File: src/rtl/cpu_types_pkg.sv
// Shared CPU types: BTB entry layout, 2-bit branch counter encodings and the IF/ID latch record.
package cpu_types_pkg;

    // Widest tag, reached when the BTB has the minimum index width; narrower tags are zero-extended.
    localparam int unsigned TAG_MAX_W = 30;

    typedef logic [1:0] ctr_t;

    localparam ctr_t SNT = 2'b00;
    localparam ctr_t WNT = 2'b01;
    localparam ctr_t WT  = 2'b10;
    localparam ctr_t ST  = 2'b11;

    typedef struct packed {
        logic                 valid;
        logic [TAG_MAX_W-1:0] tag;
        logic [31:0]          target;
        ctr_t                 counter;
    } btb_entry_t;

    typedef struct packed {
        logic [31:0] instr;
        logic [31:0] pc;
        logic [31:0] npc;
        logic        pred_taken;
        logic        valid;
    } ifid_t;

    function automatic ctr_t ctr_inc(input ctr_t c);
        return (c == ST) ? ST : ctr_t'(c + 2'b01);
    endfunction

    function automatic ctr_t ctr_dec(input ctr_t c);
        return (c == SNT) ? SNT : ctr_t'(c - 2'b01);
    endfunction

endpackage

File: src/rtl/branch_target_buffer.sv
// Direct-mapped branch target buffer with 2-bit saturating counters.
// Lookups are combinational and see the pre-update contents; updates commit at the clock edge.
module branch_target_buffer
    import cpu_types_pkg::*;
#(
    parameter int unsigned BTB_DEPTH = 16
) (
    input  logic        CLK,
    input  logic        nRST,
    input  logic [31:0] lookup_pc,
    output logic        lookup_taken,
    output logic [31:0] lookup_target,
    input  logic        upd_valid,
    input  logic [31:0] upd_pc,
    input  logic        upd_taken,
    input  logic [31:0] upd_target
);

    localparam int unsigned IDX_W = $clog2(BTB_DEPTH);

    btb_entry_t entries_q [BTB_DEPTH];

    logic [IDX_W-1:0]     l_idx, u_idx;
    logic [TAG_MAX_W-1:0] l_tag, u_tag;
    btb_entry_t           l_entry, u_entry, wr_entry;
    logic                 l_hit, u_hit, wr_en;

    assign l_idx = lookup_pc[IDX_W+1:2];
    assign u_idx = upd_pc[IDX_W+1:2];
    assign l_tag = TAG_MAX_W'(lookup_pc >> (IDX_W + 2));
    assign u_tag = TAG_MAX_W'(upd_pc >> (IDX_W + 2));

    assign l_entry = entries_q[l_idx];
    assign u_entry = entries_q[u_idx];
    assign l_hit   = l_entry.valid && (l_entry.tag == l_tag);
    assign u_hit   = u_entry.valid && (u_entry.tag == u_tag);

    assign lookup_taken  = l_hit && l_entry.counter[1];
    assign lookup_target = l_entry.target;

    always_comb begin
        wr_en    = 1'b0;
        wr_entry = u_entry;
        if (upd_valid) begin
            if (u_hit) begin
                wr_en = 1'b1;
                if (upd_taken) begin
                    wr_entry.counter = ctr_inc(u_entry.counter);
                    wr_entry.target  = upd_target;
                end else begin
                    wr_entry.counter = ctr_dec(u_entry.counter);
                end
            end else if (upd_taken) begin
                // Not-taken misses never allocate, so cold branches don't evict useful entries.
                wr_en    = 1'b1;
                wr_entry = '{valid: 1'b1, tag: u_tag, target: upd_target, counter: WT};
            end
        end
    end

    always_ff @(posedge CLK or negedge nRST) begin
        if (!nRST) begin
            for (int i = 0; i < int'(BTB_DEPTH); i++) begin
                entries_q[i] <= '{valid: 1'b0, tag: '0, target: '0, counter: WNT};
            end
        end else if (wr_en) begin
            entries_q[u_idx] <= wr_entry;
        end
    end

endmodule

File: src/rtl/fetch_unit.sv
// Instruction fetch stage: PC register, next-PC prediction and the IF/ID pipeline latch.
// Define FETCH_BTB_EN to build in the branch target buffer; otherwise fetch is strictly sequential.
module fetch_unit
    import cpu_types_pkg::*;
#(
    parameter logic [31:0] PC_INIT   = 32'h0,
    parameter int unsigned BTB_DEPTH = 16
) (
    input  logic        CLK,
    input  logic        nRST,
    input  logic        ihit,
    input  logic [31:0] imemload,
    output logic [31:0] imemaddr,
    output logic        imemREN,
    input  logic        stall,
    input  logic        flush,
    input  logic        redirect,
    input  logic [31:0] redirect_pc,
    input  logic        upd_valid,
    input  logic [31:0] upd_pc,
    input  logic        upd_taken,
    input  logic [31:0] upd_target,
    output logic [31:0] ifid_instr,
    output logic [31:0] ifid_pc,
    output logic [31:0] ifid_npc,
    output logic        ifid_pred_taken,
    output logic        ifid_valid
);

    logic [31:0] pc_q, pc_d;
    logic [31:0] pc_plus4;
    logic [31:0] pred_npc;
    logic        pred_taken;
    ifid_t       ifid_q, ifid_d;

    assign imemaddr = pc_q;
    assign imemREN  = 1'b1;
    assign pc_plus4 = pc_q + 32'd4;

`ifdef FETCH_BTB_EN
    logic [31:0] btb_target;

    branch_target_buffer #(
        .BTB_DEPTH (BTB_DEPTH)
    ) u_btb (
        .CLK           (CLK),
        .nRST          (nRST),
        .lookup_pc     (pc_q),
        .lookup_taken  (pred_taken),
        .lookup_target (btb_target),
        .upd_valid     (upd_valid),
        .upd_pc        (upd_pc),
        .upd_taken     (upd_taken),
        .upd_target    (upd_target)
    );

    assign pred_npc = pred_taken ? btb_target : pc_plus4;
`else
    localparam int unsigned unused_btb_depth = BTB_DEPTH;
    logic unused_upd;

    assign unused_upd = ^{upd_valid, upd_pc, upd_taken, upd_target};
    assign pred_taken = 1'b0;
    assign pred_npc   = pc_plus4;
`endif

    // A resolved redirect from MEM outranks every local hold condition.
    always_comb begin
        pc_d = pc_q;
        if (redirect) begin
            pc_d = redirect_pc;
        end else if (stall) begin
            pc_d = pc_q;
        end else if (ihit) begin
            pc_d = pred_npc;
        end
    end

    always_comb begin
        ifid_d = ifid_q;
        if (redirect || flush) begin
            ifid_d = '0;
        end else if (stall) begin
            ifid_d = ifid_q;
        end else if (ihit) begin
            ifid_d = '{instr: imemload, pc: pc_q, npc: pc_plus4, pred_taken: pred_taken,
                       valid: 1'b1};
        end else begin
            ifid_d.valid = 1'b0;
        end
    end

    always_ff @(posedge CLK or negedge nRST) begin
        if (!nRST) begin
            pc_q   <= PC_INIT;
            ifid_q <= '0;
        end else begin
            pc_q   <= pc_d;
            ifid_q <= ifid_d;
        end
    end

    assign ifid_instr      = ifid_q.instr;
    assign ifid_pc         = ifid_q.pc;
    assign ifid_npc        = ifid_q.npc;
    assign ifid_pred_taken = ifid_q.pred_taken;
    assign ifid_valid      = ifid_q.valid;

endmodule

File: config.mk
export PLATFORM = sky130hd
export DESIGN_NAME = fetch_unit
export DESIGN_NICKNAME = d
export VERILOG_FILES = /design/src/rtl/cpu_types_pkg.sv /design/src/rtl/branch_target_buffer.sv /design/src/rtl/fetch_unit.sv
export SDC_FILE = /design/constraint.sdc
export NUM_CORES = 1
export LEC_CHECK = 0
export CAP_MARGIN = 20
export CORE_MARGIN = 1.5
export CORE_UTILIZATION = 38
export CTS_CLUSTER_SIZE = 14
export DETAILED_ROUTE_END_ITERATION = 10
export GPL_TIMING_DRIVEN = 0
export PLACE_DENSITY = 0.8
export SYNTH_ARGS = -nofsm -noshare
export SYNTH_HDL_FRONTEND = slang
export SYNTH_SLANG_ARGS = --single-unit
File: constraint.sdc
create_clock -name CLK -period 2.2 [get_ports CLK]
set_clock_uncertainty 0.2 [all_clocks]
set_input_delay 0.44 -clock CLK [delete_from_list [all_inputs] [get_ports CLK]]
set_output_delay 0.44 -clock CLK [all_outputs]
set_load 0.01 [all_outputs]
==> Word level (Yosys, flattened, before mapping) <==
Index checks and enable logic that the tools add are counted.
{ "totals": {"ram_bits": 0, "romBits": 0, "mem_count": 0, "reg_bits": 130, "latch_bits": 0} }
{ "classes": {"n_mux": 7, "magnitude_cmp": 0, "multipliers": 0, "n_addsub": 1, "bitwise_logic": 0, "div_mod_pow": 0, "n_eq_ne": 2, "shift": 0, "reduce_logical": 5} }
{ "op_table": {"columns": ["op", "count"], "rows": [
  ["98-bit two-way mux", 2],
  ["97-bit two-way mux", 1],
  ["32-bit two-way mux", 3],
  ["32-bit by 3-bit adder with 32-bit output, second input constant", 1],
  ["2-bit by 1-bit inequality test with 1-bit output, second input constant", 2],
  ["2-bit AND reduction", 2],
  ["2-bit nonzero test", 2],
  ["1-bit logical OR", 1],
  ["1-bit two-way mux", 1]
]} }

==> Logic depth before layout (Yosys ltp) <==
{ "logic_depth": {"word_depth": 4, "mapped_depth": 7, "depth_no_buf": 5} }

==> Least setup slack after synthesis <==
OpenSTA, ideal clock, no wires.
{ "synth_path": {"kind": "reg2reg", "startpoint": "register pc_q[9], in the netlist imemaddr[9]", "endpoint": "register ifid_q (netlist bit ifid_npc[25])", "path_stages_with_launch": 8, "required_ps": 1874, "t_arrival_ps": 2095, "slack_ps": -221, "setup_time_ps": 126, "cell_sequence": "dfrtp_1 > buf_2 > nand4_2 > or4_1 > buf_2 > buf_6 > o311a_1 > a221o_1"} }
{ "synth_between": {"elab_chain_len": 4} }
{ "synth_lines": {"columns": ["element", "line_no", "text"], "rows": [
  ["from (decl)", "fetch_unit.sv:30", "logic [31:0] pc_q, pc_d;"],
  ["from (signal assigned)", "fetch_unit.sv:98", "pc_q <= pc_d;"],
  ["32-bit by 3-bit adder with 32-bit output", "fetch_unit.sv:38", "assign pc_plus4 = pc_q + 32'd4;"],
  ["97-bit two-way mux", "fetch_unit.sv:85", "end else if (ihit) begin"],
  ["98-bit two-way mux", "fetch_unit.sv:83", "end else if (stall) begin"],
  ["98-bit two-way mux", "fetch_unit.sv:81", "if (redirect || flush) begin"],
  ["to (signal assigned)", "fetch_unit.sv:99", "ifid_q <= ifid_d;"],
  ["to (decl)", "fetch_unit.sv:34", "ifid_t ifid_q, ifid_d;"]
]} }
No other way between the ends. The select of a mux whose other input is x is not followed.
A chain may end at the register's enable or synchronous reset.

==> Final worst setup path <==
{ "layout_path": {"startpoint": "register pc_q[13], in the netlist imemaddr[13]", "endpoint": "register ifid_q (netlist bit ifid_npc[19])"} }
Same word-level chain as after synthesis.

==> out/results.txt <==
Starting Density: 0.3851
asr flop ratio synth: 1.000
clk buf depth: 2
CTS Buf Count: 17
placed wire-length estimate: 13300 um
Total Wirelength: 20200 um
Pre-Repair DR Iteration Count: 5
Multi-input gate area: 2576 sq um
Die Footprint: 16040 sq um
final worst setup slack: -121.7 ps
Buffers on Ports: 198
Synthesized Nets: 687
Switching Share: 0.2585
hold path depth: 2
max-slew violation count: 0
crit path kind: reg2reg
highest clock rate: 430.7 MHz
# diodes: 0
register area share after synthesis: 0.5469
logic gate share of total power: 0.171
internal power: 4.581 mW
drt initial violations: 527
layout cells sized above 1: 0.2031
initial antenna violation count: 0
Top FF cell, synth: dfrtp_1
arrival time worst endpoint: 2480 ps
Worst slew margin: 0.5825
number of synthesized flops with an enable pin: 0
clock network power share: 0.417
area delta synth->final: 61.54%
Final nets: 957
routed len/inst: 19.81 um
shortest period the worst path allows: 2322 ps
worst-case reg-to-reg path depth: 6
TNS Setup: -683.9 ps
Sink Count: 127
Avg Inst Size Synth: 10.56 sq um
vias per inst: 5.716
Synth Register Bits: 127
P_leak: 3.961 nW
H-tree Lvls: 4
core area: 15090 sq um
yosys warns: 0
Crit path largest cell delay: 610 ps
Final ANT Viol Nets: 0
num ports: 267
final RePlAce weighted congestion: 0.8820
CP cell instances: clkbuf_8, nand4_1, or4_4, buf_6, or4_1, nand3_1
failing checks: negative setup slack
vias in the first global route: 5555
num rows: 45
Global Route Usage Sum: 0.2457
DRC viols: 0
die height: 126.7 um
Layout Utilization: 0.6221
Hold Crit Class: reg2reg
Fin. Hold Viols: 0
CP Max Fanout: 8
clk slew on worst S/H paths: 60 ps
worst slew pin tran: 626.3 ps
largest net degree at the start of global routing: 72
DR vias: 5830
mapped cell area: 5811 sq um
clock latency on the worst-skew pair: 420 ps
first-pass GRT wire length: 30460 um
endpoints failing setup: 11
CP Capture Type: flop
WP data required: 2360 ps
outcome: complete, but fails checks
register area: 3192 sq um
Worst path slowest cell: or4_4
peak supply drop: 0.5495 mV
GR Overflow Total: 0
# fillers: 1200
Max Cap Viol: 0
Net Switching: 1.597 mW
PwrDens: 658.1 nW/um^2
crit share post-route: 1.055
sequential share of power: 0.413
Synth Instances: 550
Die W: 126.7 um
TritonCTS clock tree: done
crit path launch type: flop
number of distinct library cells after synthesis: 48
RSZ-0062 raised after global routing: true
clk root buf: clkbuf_16
==> Yosys cell counts (10+ instances only) <==
library cell	count	area [sq um]
nand3_1	17	85.08
a22o_1	63	551.8
a31oi_1	13	81.33
nor2_1	29	108.9
nand2_1	58	217.7
dfrtp_1	127	3178
nor3_1	17	85.08
xnor2_1	24	210.2
nor4_1	10	62.56
or4_1	15	112.6
o21ai_1	10	50.05
o21ai_0	22	110.1
clkbuf_1	35	131.4
==> power by group through the flow <==
| stage | clock (mW) | sequential [mW] | combinational, mW |
|---|---|---|---|
| floorplan | 0 | 2.61 | 0.330 |
| global placement | 0 | 2.58 | 0.860 |
| detailed placement | 0 | 2.58 | 0.878 |
| CTS | 2.60 | 2.55 | 0.940 |
| global route | 2.73 | 2.56 | 1.12 |
| finish | 2.57 | 2.55 | 1.05 |
==> worst paths after layout <==
check                             start           end  slack [ps]
max                        imemaddr[13]  ifid_npc[19]        -120
min reg2reg                ifid_npc[17]  ifid_npc[17]         290
min in group asynchronous          nRST    ifid_pc[9]         360
min                        ifid_npc[17]  ifid_npc[17]         290
max in group asynchronous          nRST  imemaddr[28]         640
max reg2reg                imemaddr[13]  ifid_npc[19]        -120
==> kinds of logic after synthesis <==
group | after synthesis | share of synthesized area
mux | 3 | 0.005598
fa+ha+maj | 1 | 0.002153
simple gates | 180 | 0.1621
buf+inv | 62 | 0.04651
xor+xnor | 28 | 0.04220
flops | 127 | 0.5469
other cells | 2 | 0.001292
compound gates | 147 | 0.1932
==> layout make-up <==
cell class,count,area share
Multi-Input combinational cell,361,0.2745
Sequential cell,127,0.3400
Inverter,2,0.0007998
Timing Repair Buffer,256,0.2603
Buffer,55,0.04252
Clock buffer,23,0.04985
Tap cell,188,0.02506
Clock inverter,8,0.006931
==> cells in the final DEF (no fill, tap or decap), drive strengths merged, types with 2 or more instances in the layout <==
cell           netlist  routed
mux2                 2       2
clkinv               1       8
clkdlybuf4s50        0     193
or4                 15      15
o311ai               2       2
o311a                4       4
buf                 22      81
o41ai                4       4
and3                 2       2
nand2               58      58
dfrtp              127     127
or3                  5       5
o31ai                7       7
nand4b               6       6
xor2                 4       4
nor4                10      10
a221o                5       5
nor2                29      29
nor4b                2       2
nand4               10      10
a31oi               13      13
nand3               17      17
nand4bb              2       2
o21ai               32      32
a32oi                5       5
conb                 2       2
nor3                17      17
a22o                63      63
clkbuf              38      55
o211ai               9       9
dlygate4sd2          0       4
xnor2               24      24
or4b                 2       2
==> critical path, delay by kind of cell (launching register included) <==
kind	cells	cell delay, ps
flip-flops	1	370
AND/OR/NAND/NOR	4	1360
buffers and inverters	2	320
==> routing by layer <==
layer | vias up | track usage | share of wire
li1 | 2607 | - | -
met1 | 2845 | 0.3182 | 0.41
met2 | 331 | 0.3873 | 0.47
met3 | 47 | 0.07550 | 0.090
met4 | 0 | 0.09759 | 0.023
met5 | - | 0 | 0
==> per-stage QoR <==
stage                     area [sq um]  worst slack [ps]  total power, mW  hold WS [ps]  std cells
after CTS                         9051            -76.34            6.096         285.9        988
final                             9387            -121.7            6.177         285.0       1020
after detailed placement          8160             -1273            3.463         248.7        937
after floorplan                   5914            -92.16            2.935        -55.59        550
after global routing              9387            -182.6            6.414         311.2       1020
after global placement            8132             -4981            3.443         265.0        936
==> state kept, by name (all words and copies together) (netlist names) <==
register and count:
ifid_pc 32, imemaddr 32, ifid_instr 32, ifid_valid 1, ifid_npc 30
==> timing repair <==
item                                    CTS  global route
pin swaps                                13            21
endpoints found under the hold margin    56             0
hold buffers                              1             0
buffers inserted                         22            34
endpoints found under the setup margin  116            35
resized for setup                        67            28
No activity file was read; power rests on OpenSTA's default activity.
